`config.mk`:
```
export PLATFORM = sky130hd
export DESIGN_NAME = regfile_access_ctrl
export DESIGN_NICKNAME = d
export VERILOG_FILES = /design/src/rtl/regfile_pkg.sv /design/src/rtl/regfile_access_ctrl.sv
export SDC_FILE = /design/constraint.sdc
export NUM_CORES = 1
export LEC_CHECK = 0
export CORE_MARGIN = 5
export CORE_UTILIZATION = 40
export DETAILED_ROUTE_END_ITERATION = 10
export GPL_ROUTABILITY_DRIVEN = 0
export HOLD_SLACK_MARGIN = 0.02
export PLACE_DENSITY_LB_ADDON = 0.3
export SLEW_MARGIN = 20
export SYNTH_ARGS = -nofsm -noshare
export SYNTH_HDL_FRONTEND = slang
export SYNTH_SLANG_ARGS = --single-unit
```
`constraint.sdc`:
```
create_clock -name clk -period 1.8 [get_ports clk]
set_input_delay 0.36 -clock clk [delete_from_list [all_inputs] [get_ports clk]]
set_output_delay 0.36 -clock clk [all_outputs]
set_load 0.03 [all_outputs]
```
`src/rtl/regfile_pkg.sv`:
```
// Shared types and helpers for the register-file access controller.
// Holds the controller state encoding, default geometry and the read-modify-write merge.
package regfile_pkg;

  localparam int DATA_W_DEF = 8;
  localparam int ADDR_W_DEF = 2;
  localparam int DEPTH      = 2**ADDR_W_DEF;

  typedef enum logic [2:0] {
    IDLE,
    RD,
    RD_CAP,
    WR,
    RSP,
    CLR
  } state_t;

  function automatic logic [DATA_W_DEF-1:0] merge_bits(
    input logic [DATA_W_DEF-1:0] old_w,
    input logic [DATA_W_DEF-1:0] new_w,
    input logic [DATA_W_DEF-1:0] mask
  );
    return (old_w & ~mask) | (new_w & mask);
  endfunction

endpackage

```
`src/rtl/regfile_access_ctrl.sv`:
```
// Initiator-side controller for a 4x8 single-port register RAM: valid/ready
// read, write and masked (read-modify-write) requests plus a zero-fill sweep.
//
// state  | meaning
// IDLE   | waiting for a request or a clear pulse
// RD     | RAM read issued at addr_q
// RD_CAP | RAM data available; capture for read or merge for masked write
// WR     | RAM write of wdata_q at addr_q
// RSP    | response presented until rsp_ready
// CLR    | zero-fill sweep, one entry per cycle
module regfile_access_ctrl
  import regfile_pkg::*;
#(
  parameter int DATA_W = DATA_W_DEF,
  parameter int ADDR_W = ADDR_W_DEF,
  parameter bit RMW_EN = 1'b1
) (
  input  logic              clk,
  input  logic              reset_n,
  input  logic              req_valid,
  output logic              req_ready,
  input  logic              req_we,
  input  logic [ADDR_W-1:0] req_addr,
  input  logic [DATA_W-1:0] req_wdata,
  input  logic [DATA_W-1:0] req_wmask,
  output logic              rsp_valid,
  input  logic              rsp_ready,
  output logic [DATA_W-1:0] rsp_rdata,
  input  logic              clr_start,
  output logic              clr_busy,
  output logic              ram_ce,
  output logic              ram_oce,
  output logic              ram_wre,
  output logic              ram_reset,
  output logic [ADDR_W-1:0] ram_ad,
  output logic [DATA_W-1:0] ram_din,
  input  logic [DATA_W-1:0] ram_dout
);

  localparam logic [ADDR_W:0] CNT_LAST = (ADDR_W+1)'(2**ADDR_W - 1);

  state_t            state_q, state_d;
  logic [ADDR_W-1:0] addr_q;
  logic              we_q;
  logic [DATA_W-1:0] wdata_q;
  logic [DATA_W-1:0] mask_q;
  logic [DATA_W-1:0] rdata_q;
  logic [ADDR_W:0]   clr_cnt;
  logic              accept;
  logic              full_word;

  assign req_ready = reset_n && (state_q == IDLE) && !clr_start;
  assign accept    = req_valid && req_ready;
  assign full_word = (req_wmask == '1) || !RMW_EN;

  always_comb begin
    state_d = state_q;
    case (state_q)
      IDLE: begin
        if (clr_start)   state_d = CLR;
        else if (accept) state_d = (req_we && full_word) ? WR : RD;
      end
      RD:      state_d = RD_CAP;
      RD_CAP:  state_d = (we_q && (mask_q != '0)) ? WR : RSP;
      WR:      state_d = RSP;
      RSP:     if (rsp_ready) state_d = IDLE;
      CLR:     if (clr_cnt == CNT_LAST) state_d = IDLE;
      default: state_d = IDLE;
    endcase
  end

  always_ff @(posedge clk) begin
    if (!reset_n) state_q <= IDLE;
    else          state_q <= state_d;
  end

  always_ff @(posedge clk) begin
    if (!reset_n) begin
      addr_q  <= '0;
      we_q    <= 1'b0;
      wdata_q <= '0;
      mask_q  <= '0;
      rdata_q <= '0;
      clr_cnt <= '0;
    end else begin
      case (state_q)
        IDLE: begin
          clr_cnt <= '0;
          if (accept) begin
            addr_q  <= req_addr;
            we_q    <= req_we;
            wdata_q <= req_wdata;
            mask_q  <= RMW_EN ? req_wmask : '1;
          end
        end
        RD_CAP: begin
          // an all-zero mask writes nothing, so the old word is the response
          if (we_q && (mask_q != '0)) wdata_q <= merge_bits(ram_dout, wdata_q, mask_q);
          else                        rdata_q <= ram_dout;
        end
        WR:      rdata_q <= wdata_q;
        CLR:     clr_cnt <= clr_cnt + 1'b1;
        default: ;
      endcase
    end
  end

  always_comb begin
    ram_ce  = 1'b0;
    ram_wre = 1'b0;
    ram_ad  = '0;
    ram_din = '0;
    if (reset_n) begin
      case (state_q)
        RD: begin
          ram_ce = 1'b1;
          ram_ad = addr_q;
        end
        WR: begin
          ram_ce  = 1'b1;
          ram_wre = 1'b1;
          ram_ad  = addr_q;
          ram_din = wdata_q;
        end
        CLR: begin
          ram_ce  = 1'b1;
          ram_wre = 1'b1;
          ram_ad  = clr_cnt[ADDR_W-1:0];
        end
        default: ;
      endcase
    end
  end

  assign ram_oce   = ram_ce;
  assign ram_reset = ~reset_n;
  assign rsp_valid = reset_n && (state_q == RSP);
  assign clr_busy  = reset_n && (state_q == CLR);
  assign rsp_rdata = reset_n ? rdata_q : '0;

endmodule

```
==> key figures <==
Outcome
  – Status: complete, but fails checks
  – Failing checks: setup timing

Place
  – Final HPWL DP: 3940 microns
  – Cell count after placement: around 350
  – Buffers on Ports: 56
  – Placement Setup Slack: -210 ps

Timing
  – Final period utilization: 1.01
  – Final Hold Viols: 0
  – Worst clock skew: 12.7 ps
  – Worst rel slew slack: 0.768
  – Final WS setup: -9.14 ps
  – Fin crit period: approximately 1800 ps
  – Max Clk Rate: 553 MHz
  – Hold WS: 458 ps
  – Worst-Margin Slew: 345 ps
  – Final number of max-transition violations: 0
  – Final setup fails: 1
  – RSZ-0062 raised after global routing: yes

Cells and area
  – Filler cell count: between 400 and 500
  – Final cell count without fillers: 356
  – Layout area overhead: 46.2%
  – Share of cells above drive strength 1: 0.278
  – Antenna cells: 0
  – Final Net Count: 335

Global routing
  – Initial antenna violation count: 0
  – Vias in the first global route: ~1900
  – Largest net degree at the start of global routing: 32
  – First-pass GRT wire length: about 8900 microns
  – All-Layer GR Usage: 0.182
  – GRT overflow: 0

Power
  – Cell internal pwr: 1.37 mW
  – Logic pwr share: 0.323
  – Switch Pwr: 663 uW
  – Total power: 2.04 mW
  – Sw Share: 0.325
  – Pwr/cell area: between 700 and 800 mW/mm^2
  – Sequential fraction of design power: 0.407
  – Peak supply drop: 434 uV
  – Clock share of power: 0.271
  – Static leakage: about 1.2 nW

Clock network
  – H-tree levels: 2
  – Bufs on Longest Clock Path: 2
  – Root Buffer: clkbuf_8
  – Clock-pin slew on the worst setup and hold paths: 70 ps
  – CTS tree: yes
  – Clock Latency Late Sink: 290 ps
  – CTS buffer count: 5
  – Clk sink count: 33

Floorplanning
  – Die height: between 70 and 80 microns
  – Starting density of the core: 0.406
  – Core Region: ~0.0047 sq mm
  – Io pins: 57
  – Die Span X: slightly below 80 microns
  – Die area: 0.00620 sq mm
  – Row Count: 25

Critical path
  – Slowest CP cell: or3_4
  – CP startpoint kind: flop
  – Critical Path AT: 1450 ps
  – Slowest stage delay, CP: approximately 380 ps
  – Required @ worst endpoint: 1440 ps
  – CP cell instances: buf_8 -> or3_4 -> nor3_2 -> buf_4
  – Kind of critical path: flop to output port
  – Setup crit end kind: output port
  – CP Max Fanout: 12

Drt
  – Routed length on met2: 2400 microns
  – Final wirelength: 5300 microns
  – Routed WL per cell: 14.9 microns
  – # DRC: 0
  – M1 WL: 2490 microns
  – Top Metal Used: met4
  – Via/cell ratio: 5.22
  – Antenna Violating Nets Remaining: 0
  – DR vias: 1858
  – DR iter-0 viols: 67
  – Drt first pass iters: 5
  – Met3 routed WL: 327 microns

Synth
  – Yosys top cell by area: dfxtp_1
  – Post-Synthesis Cells: 229
  – Top cells by area, synth: dfxtp_1, mux2i_1, nand2_1, mux2_1, o21ai_2
  – Synth top area share: 0.349
  – Syn nets: about 260
  – Synthesized cell area: 0.00189 sq mm
  – Seq/Total Area, Yosys: 0.349
  – FF+latch count, synth: 33
  – Mean Syn Cell Area: 8.26 sq um
  – Ys Warns: 0
  – Synth cell types: 42

Run
  – Max-cap violations: 0

Hold path
  – Worst min path class: flop to flop
path summary, 6_finish.rpt:
path                                         startpoint                      to  slack (ps)  depth (start not counted)
worst min-delay path             addr_q[1]$_SDFFE_PN0P_  addr_q[1]$_SDFFE_PN0P_         460                          2
worst max-delay path            state_q[0]$_SDFFE_PN0P_               req_ready          -9                          4
worst max register to register  state_q[0]$_SDFFE_PN0P_                    flop         110                          5
worst min register to register   addr_q[1]$_SDFFE_PN0P_  addr_q[1]$_SDFFE_PN0P_         460                          2
cell families after synthesis:
| family | Yosys count | share of synthesized area |
|---|---|---|
| and+or+nand+nor | 83 | 0.227 |
| buffers and inverters | 31 | 0.0721 |
| DFF | 33 | 0.349 |
| muxes | 26 | 0.143 |
| adders and majority gates | 2 | 0.0132 |
| AOI/OAI and AO/OA | 54 | 0.196 |
power groups by stage:
stage          clock network [mW]  registers [mW]  logic [mW]
2_1_floorplan                   0           0.820       0.382
3_3_place_gp                    0           0.838       0.599
3_5_place_dp                    0           0.840       0.604
4_1_cts                     0.568           0.822       0.643
5_1_grt                     0.598           0.837       0.715
6_report                    0.551           0.828       0.658
critical path, delay by kind of cell (launching register included):
family	cells	cell delay, ps
buf+inv	2	320
flops	1	360
simple gates	2	490
timing repair:
| action | CTS | global route |
|---|---|---|
| endpoints found under the hold margin | 0 | 0 |
| resized for setup | 15 | 7 |
| hold buffers | 0 | 0 |
| pin swaps | 0 | 1 |
| setup endpoints to repair | 24 | 13 |
| setup buffers | 3 | 0 |
placed cells by master, fill, tap and decap left out, types with 8 or more instances in the layout:
cell type         n
and2_1            8
dfxtp_1          29
mux2_1            8
o21ai_0           8
nor2_1           13
o211ai_1          8
buf_4            43
nand2_1          32
o21ai_2           8
inv_1            13
clkdlybuf4s50_1  29
a21oi_1          11
mux2i_1          18
and3_1           10
Yosys cell counts:
master,instances
buf_1,1
or3_1,2
nand3b_1,1
o22ai_1,2
nor2_1,15
or3b_1,1
clkbuf_1,8
o21ai_0,9
nor3_1,2
nand4b_1,2
buf_4,2
o32a_1,1
nor2b_1,1
o211ai_1,8
a211o_4,1
a211o_1,1
mux2_1,8
inv_1,14
o21ai_2,8
nor4_2,2
a21boi_1,1
nand4_1,1
ha_1,2
buf_6,1
o21ai_1,1
buf_2,4
o21a_1,2
dfxtp_1,33
and2_1,8
nand2b_1,1
and3_1,11
a21oi_1,13
a21o_1,1
o2bb2ai_1,1
a22oi_1,5
clkinv_1,1
nor3b_2,1
mux2i_1,18
nand3_1,1
nand3_2,1
nand2_1,32
nor4_1,1
routing by layer:
layer	up-vias	GRT usage
met5	-	0
met4	0	0.0699
met3	6	0.0522
met2	50	0.295
met1	860	0.229
li1	942	-
cell type report:
type | instances | area (sq um) | share of cell area
well taps | 54 | 67.6 | 0.0244
clock buffers | 5 | 68.8 | 0.0249
flip-flops and latches | 33 | 673 | 0.243
repair buffers | 81 | 728 | 0.263
inverters | 15 | 56.3 | 0.0204
clock inverters | 3 | 17.5 | 0.00633
multi-input cells | 165 | 1150 | 0.417
metrics by stage:
stage / setup TNS, ps / utilization / area, sq um
after detailed placement: -6340 / 0.558 / 2600
after floorplan: -94.6 / - / 1920
after CTS: -18.9 / 0.587 / 2730
after global placement: -6360 / 0.558 / 2600
final: -9.14 / 0.594 / 2770
after global routing: -143 / 0.594 / 2770
Power figures use the tool's default switching activity.
